<file path="src/rtl/exception_controller_if.sv">
// Pipeline <-> exception controller signal bundle: detect-stage flags in,
// redirect/squash controls and captured exception state out.
interface exception_controller_if;
    logic        exc_req;
    logic        addr_err;
    logic        div0;
    logic        ovf;
    logic [31:0] alu_out;
    logic [31:0] pc_in;
    logic        eret;
    logic        flush;
    logic        stall;
    logic        pc_sel;
    logic [31:0] pc_target;
    logic [31:0] epc;
    logic [3:0]  cause;
    logic [31:0] badvaddr;
    logic        in_handler;
    logic        double_fault;
    logic [7:0]  exc_count;

    modport master (
        output exc_req, addr_err, div0, ovf, alu_out, pc_in, eret,
        input  flush, stall, pc_sel, pc_target, epc, cause, badvaddr,
               in_handler, double_fault, exc_count
    );

    modport slave (
        input  exc_req, addr_err, div0, ovf, alu_out, pc_in, eret,
        output flush, stall, pc_sel, pc_target, epc, cause, badvaddr,
               in_handler, double_fault, exc_count
    );
endinterface

</file>
<file path="src/rtl/exception_controller.sv">
// Exception sequencer: captures EPC/cause/badvaddr, squashes the pipeline,
// vectors to the handler and returns to EPC+4 on eret.
module exception_controller #(
    parameter logic [31:0] HANDLER_VEC  = 32'h0000_0180,
    parameter int          FLUSH_CYCLES = 2
) (
    input logic                    clk,
    input logic                    rst,
    exception_controller_if.slave  bus
);
    typedef enum logic [2:0] {IDLE, FLUSH, VECTOR, HANDLER, RETURN} state_t;

    localparam logic [2:0] FLUSH_LAST = 3'(FLUSH_CYCLES);

    state_t      state;
    logic [2:0]  flush_cnt;
    logic        flush_r;
    logic        stall_r;
    logic        pc_sel_r;
    logic [31:0] pc_target_r;
    logic [31:0] epc_r;
    logic [3:0]  cause_r;
    logic [31:0] badvaddr_r;
    logic        in_handler_r;
    logic        double_fault_r;
    logic [7:0]  exc_count_r;

    // Address error outranks divide-by-zero, which outranks overflow.
    function automatic logic [3:0] cause_code(input logic ae, input logic d0, input logic ov);
        if (ae)      return 4'h4;
        else if (d0) return 4'h9;
        else if (ov) return 4'hC;
        else         return 4'hF;
    endfunction

    function automatic logic [7:0] sat_inc(input logic [7:0] v);
        return (v == 8'hFF) ? 8'hFF : v + 8'd1;
    endfunction

    always_ff @(posedge clk) begin
        if (rst) begin
            state          <= IDLE;
            flush_cnt      <= 3'd0;
            flush_r        <= 1'b0;
            stall_r        <= 1'b0;
            pc_sel_r       <= 1'b0;
            pc_target_r    <= 32'd0;
            epc_r          <= 32'd0;
            cause_r        <= 4'd0;
            badvaddr_r     <= 32'd0;
            in_handler_r   <= 1'b0;
            double_fault_r <= 1'b0;
            exc_count_r    <= 8'd0;
        end else begin
            unique case (state)
                IDLE: begin
                    if (bus.exc_req) begin
                        state       <= FLUSH;
                        flush_cnt   <= 3'd1;
                        flush_r     <= 1'b1;
                        stall_r     <= 1'b1;
                        epc_r       <= bus.pc_in;
                        cause_r     <= cause_code(bus.addr_err, bus.div0, bus.ovf);
                        badvaddr_r  <= bus.addr_err ? bus.alu_out : 32'd0;
                        exc_count_r <= sat_inc(exc_count_r);
                    end
                end
                FLUSH: begin
                    if (flush_cnt == FLUSH_LAST) begin
                        state       <= VECTOR;
                        flush_cnt   <= 3'd0;
                        flush_r     <= 1'b0;
                        pc_sel_r    <= 1'b1;
                        pc_target_r <= HANDLER_VEC;
                    end else begin
                        flush_cnt <= flush_cnt + 3'd1;
                    end
                end
                VECTOR: begin
                    state        <= HANDLER;
                    stall_r      <= 1'b0;
                    pc_sel_r     <= 1'b0;
                    pc_target_r  <= 32'd0;
                    in_handler_r <= 1'b1;
                end
                HANDLER: begin
                    // A nested exception is only recorded; the captured state stays intact.
                    if (bus.exc_req) double_fault_r <= 1'b1;
                    if (bus.eret) begin
                        state        <= RETURN;
                        in_handler_r <= 1'b0;
                        pc_sel_r     <= 1'b1;
                        pc_target_r  <= epc_r + 32'd4;
                        flush_r      <= 1'b1;
                    end
                end
                RETURN: begin
                    state       <= IDLE;
                    pc_sel_r    <= 1'b0;
                    pc_target_r <= 32'd0;
                    flush_r     <= 1'b0;
                end
                default: begin
                    state       <= IDLE;
                    flush_cnt   <= 3'd0;
                    flush_r     <= 1'b0;
                    stall_r     <= 1'b0;
                    pc_sel_r    <= 1'b0;
                    pc_target_r <= 32'd0;
                    in_handler_r <= 1'b0;
                end
            endcase
        end
    end

    assign bus.flush        = flush_r;
    assign bus.stall        = stall_r;
    assign bus.pc_sel       = pc_sel_r;
    assign bus.pc_target    = pc_target_r;
    assign bus.epc          = epc_r;
    assign bus.cause        = cause_r;
    assign bus.badvaddr     = badvaddr_r;
    assign bus.in_handler   = in_handler_r;
    assign bus.double_fault = double_fault_r;
    assign bus.exc_count    = exc_count_r;
endmodule

</file>
<file path="src/flat_wrapper.sv">
// flat-port wrapper written by rule: the top's interface ports become plain ports
module exception_controller_flat 
#(
    parameter logic [31:0] HANDLER_VEC  = 32'h0000_0180,
    parameter int          FLUSH_CYCLES = 2
)
  (clk, rst, bus_exc_req, bus_addr_err, bus_div0, bus_ovf, bus_alu_out, bus_pc_in, bus_eret, bus_flush, bus_stall, bus_pc_sel, bus_pc_target, bus_epc, bus_cause, bus_badvaddr, bus_in_handler, bus_double_fault, bus_exc_count);
  exception_controller_if bus_i ();
  input logic clk;
  input logic rst;
  input wire logic [$bits(bus_i.exc_req)-1:0] bus_exc_req;
  input wire logic [$bits(bus_i.addr_err)-1:0] bus_addr_err;
  input wire logic [$bits(bus_i.div0)-1:0] bus_div0;
  input wire logic [$bits(bus_i.ovf)-1:0] bus_ovf;
  input wire logic [$bits(bus_i.alu_out)-1:0] bus_alu_out;
  input wire logic [$bits(bus_i.pc_in)-1:0] bus_pc_in;
  input wire logic [$bits(bus_i.eret)-1:0] bus_eret;
  output wire logic [$bits(bus_i.flush)-1:0] bus_flush;
  output wire logic [$bits(bus_i.stall)-1:0] bus_stall;
  output wire logic [$bits(bus_i.pc_sel)-1:0] bus_pc_sel;
  output wire logic [$bits(bus_i.pc_target)-1:0] bus_pc_target;
  output wire logic [$bits(bus_i.epc)-1:0] bus_epc;
  output wire logic [$bits(bus_i.cause)-1:0] bus_cause;
  output wire logic [$bits(bus_i.badvaddr)-1:0] bus_badvaddr;
  output wire logic [$bits(bus_i.in_handler)-1:0] bus_in_handler;
  output wire logic [$bits(bus_i.double_fault)-1:0] bus_double_fault;
  output wire logic [$bits(bus_i.exc_count)-1:0] bus_exc_count;
  assign bus_i.exc_req = bus_exc_req;
  assign bus_i.addr_err = bus_addr_err;
  assign bus_i.div0 = bus_div0;
  assign bus_i.ovf = bus_ovf;
  assign bus_i.alu_out = bus_alu_out;
  assign bus_i.pc_in = bus_pc_in;
  assign bus_i.eret = bus_eret;
  assign bus_flush = bus_i.flush;
  assign bus_stall = bus_i.stall;
  assign bus_pc_sel = bus_i.pc_sel;
  assign bus_pc_target = bus_i.pc_target;
  assign bus_epc = bus_i.epc;
  assign bus_cause = bus_i.cause;
  assign bus_badvaddr = bus_i.badvaddr;
  assign bus_in_handler = bus_i.in_handler;
  assign bus_double_fault = bus_i.double_fault;
  assign bus_exc_count = bus_i.exc_count;
  exception_controller #(.HANDLER_VEC(HANDLER_VEC), .FLUSH_CYCLES(FLUSH_CYCLES)) u_core (.clk(clk), .rst(rst), .bus(bus_i));
endmodule
</file>
<file path="config.mk">
export PLATFORM = sky130hd
export DESIGN_NAME = exception_controller_flat
export DESIGN_NICKNAME = d
export VERILOG_FILES = /design/src/rtl/exception_controller_if.sv /design/src/rtl/exception_controller.sv /design/src/flat_wrapper.sv
export SDC_FILE = /design/constraint.sdc
export NUM_CORES = 1
export LEC_CHECK = 0
export CAP_MARGIN = 15
export CORE_MARGIN = 1.5
export CORE_UTILIZATION = 49
export CTS_BUF_LIST = sky130_fd_sc_hd__clkbuf_2
export DETAILED_ROUTE_END_ITERATION = 16
export GPL_TIMING_DRIVEN = 0
export PLACE_DENSITY = 0.84
export SLEW_MARGIN = 0
export SYNTH_ARGS = -nofsm -noshare
export SYNTH_HDL_FRONTEND = slang
export SYNTH_SLANG_ARGS = --single-unit
export TNS_END_PERCENT = 5
</file>
<file path="constraint.sdc">
create_clock -name clk -period 2.6 [get_ports clk]
set_input_delay 0.39 -clock clk [delete_from_list [all_inputs] [get_ports clk]]
set_output_delay 0.39 -clock clk [all_outputs]
set_load 0.005 [all_outputs]
</file>
==> flow_summary.ini, run 1 <==
[worst_hold_path]
worstHoldEndpoint = u_core.bus.badvaddr[1]
hold_class = in2reg
min_from = bus_addr_err
hold_depth = 3

[logic_synthesis]
synth_top_area_cell = dfxtp_1
muxShareOfSynthArea = 0.00204
synth_edf_count = 0
ys_seq_elements = 119
synth_top_area_frac = 0.485
synth_area_sq_mm = 0.00491
synthFlopType = dfxtp_1
ys_seq_area_frac = 0.485
synthAdderAreaFrac = 0.00509
async_flop_share = 0
synth_compound_area_frac = 0.166
yosysWarnings = 0
synth_top_family_by_area = simple AND/OR/NAND/NOR gates
yosysMostFrequentCell = nand2_1
synth_area_leaders = dfxtp_1, nand2_1, a21oi_1
synth.avg_cell_area_sq_um = 8.42
postSynthCellCount = 584
ys_top_cells_by_count = nand2_1, dfxtp_1, a21oi_1
synthSimpleGateAreaFrac = 0.243
syn_nets = 657
ys_types = 47
synth_xor_area_frac = 0.0535

[final_layout]
drive_gt1_frac = 0.0730
fin_util = 0.729
nNetsFinal = 857
area_delta_synth_final_pct = 44.3
diodes = 0
final_cells = 928

[clock_network]
ctsResizeCount = 0
hold_buffers = 0
clock-sinks = 119
cts_setup_buffers = 0
cts_buffers = 17
clk_pin_slew_ps = 160
clock_path_buffers = 2
clkLatencyLatePin_ps = 680
htreeDepth = 4
cts_tree = done
cts_root_buf = clkbuf_2

[pwr]
clkPwrFrac = 0.298
seqPwrFrac = 0.547
p_total_mw = 3.62
p_per_area_mw_per_mm2 = 510
power_frac_comb = 0.155
p_leak_nw = 2.55
intPower_mw = 2.60
switching_share = 0.280
p_sw_mw = 1.01
vdd_drop_max_mv = 0.310

[setup_path]
crit_family = buffers and inverters
crit_path_end_kind = primary output
cp-start-kind = flop
critical_path_buf_inv_count = 1
cp_cell_sequence = clkdlybuf4s50_1
rrSetupSlack_ps = 460
worst-r2r-cell-count = 7
r2r_start = u_core.bus.epc[2]
worstPathRequired_ps = 2210
critical_path.max_stage_delay_ps = 600
r2r-end = u_core.bus.pc_target[20]
crit_path_max_fanout = 8
cp_slowest_cell = clkdlybuf4s50_1
path_class = reg2out
arrival_ps = 1800

[timing]
tns_ps = 0
setup_viol_count_final = 0
maxSlewHeadroom = 0.570
post-route-period-util = 0.840
skew_ps = 25.1
rsz0062_at_grt = false
finalCriticalPeriod_ps = 2190
slew_violations = 0
fmax_ghz = 0.458
tightest_slew_ps = 637
finalHoldViolCount = 0

[floorplanning]
die_h_um = 103
coreArea_sq_mm = 0.00973
rows = 36
ios = 184
dieArea_sq_mm = 0.0106
start_util = 0.505
fp.dieW_um = 103

[drt]
drtAntennaViolNets = 0
wirelength_um = 15000
dr.pass1.iters = 5
routed_via_density = 5.44
vias = 5050
drtIter0Drc = 154
drc_errors = 0
routedWlPerCell_um = 16.2

[global_routing]
grtUsageTotal = 0.284
grt_max_degree = 17
grt_pass1_wl_um = 23100
first_global_vias = 4836
antenna_found_initial = 0
grt.overflow.total = 0

[placed_design]
dp_hpwl_um = 11400
io_buffers = 181
placed_cells = 898
gp_congestion = 0.862

[job]
maxCapViolCount = 0

[outcome]
outcome = finished clean
worst max path at each step:
stage                                 start                  endpoint  slack (ps)  depth (start not counted)
after floorplan           u_core.bus.epc[2]  u_core.bus.pc_target[20]         860                          7
after global placement          bus_exc_req       u_core.bus.cause[3]         330                          6
after detailed placement        bus_exc_req    u_core.bus.badvaddr[2]         260                          6
after CTS                 u_core.bus.epc[4]                bus_epc[4]         430                          1
after global routing      u_core.bus.epc[2]  u_core.bus.pc_target[20]         350                          7
final                     u_core.bus.epc[4]                bus_epc[4]         410                          1
metrics by stage:
step / hold slack (ps) / worst slack [ps] / area [sq um]
detailed placement: 445 / 260 / 6890
finish: 152 / 415 / 7090
global placement: 437 / 327 / 6890
CTS: 144 / 426 / 7090
floorplan: 448 / 856 / 4910
global route: 157 / 352 / 7090
sequential cells by signal, indices dropped and copies added (netlist names):
| signal | count |
|---|---|
| u_core.bus.cause | 4 |
| u_core.bus.pc_sel | 1 |
| u_core.bus.double_fault | 1 |
| u_core.bus.pc_target | 32 |
| u_core.state | 3 |
| u_core.bus.exc_count | 8 |
| u_core.bus.epc | 32 |
| u_core.bus.flush | 1 |
| u_core.flush_cnt | 3 |
| u_core.bus.stall | 1 |
| u_core.bus.in_handler | 1 |
| u_core.bus.badvaddr | 32 |
logic make-up (layout without fill, tap and decap cells):
| family | Yosys count | in the layout |
|---|---|---|
| AND/OR/NAND/NOR | 250 | 250 |
| AO/OA/AOI/OAI | 133 | 133 |
| flip-flops | 119 | 119 |
| buffers and inverters | 49 | 260 |
| XOR/XNOR | 30 | 30 |
| adder cells (fa/ha/maj) | 2 | 2 |
| multiplexers | 1 | 1 |
routing by layer:
metal  share of wire  up-vias  routed length (um)  global-route usage
met5               0        -                   0                   0
met4           0.017        0                 258              0.0977
met3           0.086       27                1300               0.103
met2            0.49      205                7360               0.493
met1            0.41     2376                6090               0.324
li1                -     2442                   -                   -
power groups by stage:
stage	logic [mW]	clock network [mW]	registers, mW
finish	0.561	1.08	1.98
global route	0.614	1.15	1.99
CTS	0.561	1.09	1.98
detailed placement	0.559	0	2.01
global placement	0.544	0	2.01
floorplan	0.234	0	2.00
cell usage in the layout (no fill, tap or decap), types with 8 or more instances in the layout:
master	instances
nand4_1	11
nand3_1	45
clkbuf_2	18
clkbuf_1	18
xor2_1	8
dfxtp_1	119
nor2_1	26
nor3_1	8
nand2_1	123
clkdlybuf4s50_1	181
a22o_1	23
buf_2	18
a21oi_1	84
xnor2_1	22
area by class of cell:
type	count	area (sq um)
Buffer	43	204
Clock buffer	17	85.1
Inverter	6	22.5
Multi-Input combinational cell	416	2310
Fill cell	780	2640
Tap cell	133	166
Sequential cell	119	2380
Clock inverter	13	115
Timing Repair Buffer	181	1810
worst min-delay path: cells and delay by family:
family	cells	cell delay [ps]
buffers and inverters	1	210
AND/OR/NAND/NOR	1	130
AO/OA/AOI/OAI	1	60
(Power assumes the default switching activity.)
==> run 2: changes to the inputs <==
- CORE_UTILIZATION: 49 -> 46
- PLACE_DENSITY: 0.84 -> 0.8
- clock period: 2.6 -> 2.1 ns (I/O delays scaled with it)
==> run 2 against run 1 <==
Net effect: clock skew grew 2.9 ps; global-route usage shrank 1.2 points; first-iteration DRC count grew 82%; critical path type unchanged; largest cell class unchanged.
==> flow_summary.ini, run 2 (same netlist as run 1, synthesis figures left out) <==
[final_layout]
nNetsFinal = 857
fill_cells = 860
multi_input_comb_area_sq_mm = 0.00231
drive_gt1_frac = 0.0979
diodes = 0
fin_util = 0.697
final_cell_area_sq_mm = 0.00720
regArea_sq_mm = 0.00240
layout_common_cells = clkdlybuf4s50_1, nand2_1, dfxtp_1
area_delta_synth_final_pct = 46.4
layout_commonest_cell = clkdlybuf4s50_1

[setup_path]
path_class = reg2out
critical_path.max_stage_delay_ps = 560
critical_path_buf_inv_count = 1
crit_path_max_fanout = 6
crit_path_end_kind = primary output
cp_slowest_cell = clkdlybuf4s50_1
worstPathRequired_ps = 1780
crit_family = buffers and inverters
arrival_ps = 1710
cp_cell_sequence = clkdlybuf4s50_1
cp-start-kind = flop

[drt]
drtIter0Drc = 280
drc_errors = 0
routed_via_density = 5.53
drtAntennaViolNets = 0
wirelength_um = 15400
dr.pass1.iters = 6
vias = 5155
routedWlPerCell_um = 16.5

[pwr]
p_total_mw = 4.84
p_per_area_mw_per_mm2 = 672
switching_share = 0.274
p_leak_nw = 2.62
intPower_mw = 3.51
seqPwrFrac = 0.507
power_frac_comb = 0.144
p_sw_mw = 1.33
vdd_drop_max_mv = 0.376
clkPwrFrac = 0.349

[worst_hold_path]
hold_class = in2reg

[outcome]
outcome = finished clean

[global_routing]
grt.overflow.total = 0
grt_pass1_wl_um = 24300
grt_max_degree = 17
first_global_vias = 4922
grtUsageTotal = 0.272
antenna_found_initial = 0

[floorplanning]
coreArea_sq_mm = 0.0103
die_h_um = 106
start_util = 0.476
dieArea_sq_mm = 0.0113
rows = 37
ios = 184
fp.dieW_um = 106

[placed_design]
dp_hpwl_um = 11400
place_area_sq_mm = 0.00690
io_buffers = 181
gp_congestion = 0.949
post-place-ws_ps = -163

[timing]
finalHoldViolCount = 0
post-route-period-util = 0.963
finalCriticalPeriod_ps = 2020
fmax_ghz = 0.495
maxSlewHeadroom = 0.548
tns_ps = 0
rsz0062_at_grt = false
skew_ps = 28.1
setup_viol_count_final = 0
worst_slack_ps = 78.2
tightest_slew_ps = 669
slew_violations = 0

[clock_network]
cts_buffers = 17
clk_pin_slew_ps = 170
clkLatencyLatePin_ps = 670
htreeDepth = 4
clock_path_buffers = 2
clock-sinks = 119
hold_buffers = 0
cts_root_buf = clkbuf_2
cts_tree = done

[job]
maxCapViolCount = 0
-- run 2: power groups by stage --
stage | registers (mW) | logic, mW | clock network [mW]
6_report | 2.45 | 0.698 | 1.69
5_1_grt | 2.47 | 0.759 | 1.82
3_5_place_dp | 2.49 | 0.693 | 0
4_1_cts | 2.45 | 0.698 | 1.69
2_1_floorplan | 2.48 | 0.290 | 0
3_3_place_gp | 2.49 | 0.675 | 0
-- run 2: cell type report --
cell class,count,share of cell area
clock buffer,19,0.0132
timing repair buffer,181,0.252
sequential,119,0.333
tap,136,0.0236
buffer,43,0.0283
multi-input combinational,416,0.322
clock inverter,13,0.0250
inverter,6,0.00313
-- run 2: routing by layer --
layer | up-vias | routed length [um] | track usage
met4 | 0 | 215 | 0.0801
li1 | 2440 | - | -
met1 | 2474 | 6230 | 0.324
met2 | 217 | 7630 | 0.468
met5 | - | 0 | 0
met3 | 24 | 1280 | 0.0865
-- run 2: timing repair --
| item | in CTS | in global routing |
|---|---|---|
| gates resized for setup | 2 | 12 |
| setup endpoints to repair | 2 | 12 |
| pin swaps | 0 | 0 |
| buffers inserted | 0 | 0 |
| cloned | 0 | 0 |
-- run 2: worst paths after layout --
kind | start | endpoint | slack [ps] | cells after the start
worst max-delay path | u_core.bus.epc[18] | bus_epc[18] | 80 | 1
worst min-delay path | bus_addr_err | u_core.bus.cause[2] | 60 | 3
worst max register to register | u_core.bus.epc[2] | u_core.bus.pc_target[22] | 140 | 7
worst min register to register | u_core.bus.badvaddr[1] | u_core.bus.badvaddr[1] | 460 | 2
-- run 2: metrics by stage --
| stage | instances | hold slack [ps] |
|---|---|---|
| global placement | 901 | 438 |
| floorplan | 584 | 430 |
| detailed placement | 901 | 445 |
| finish | 933 | 58.8 |
| CTS | 933 | 20.3 |
| global route | 933 | 7.15 |
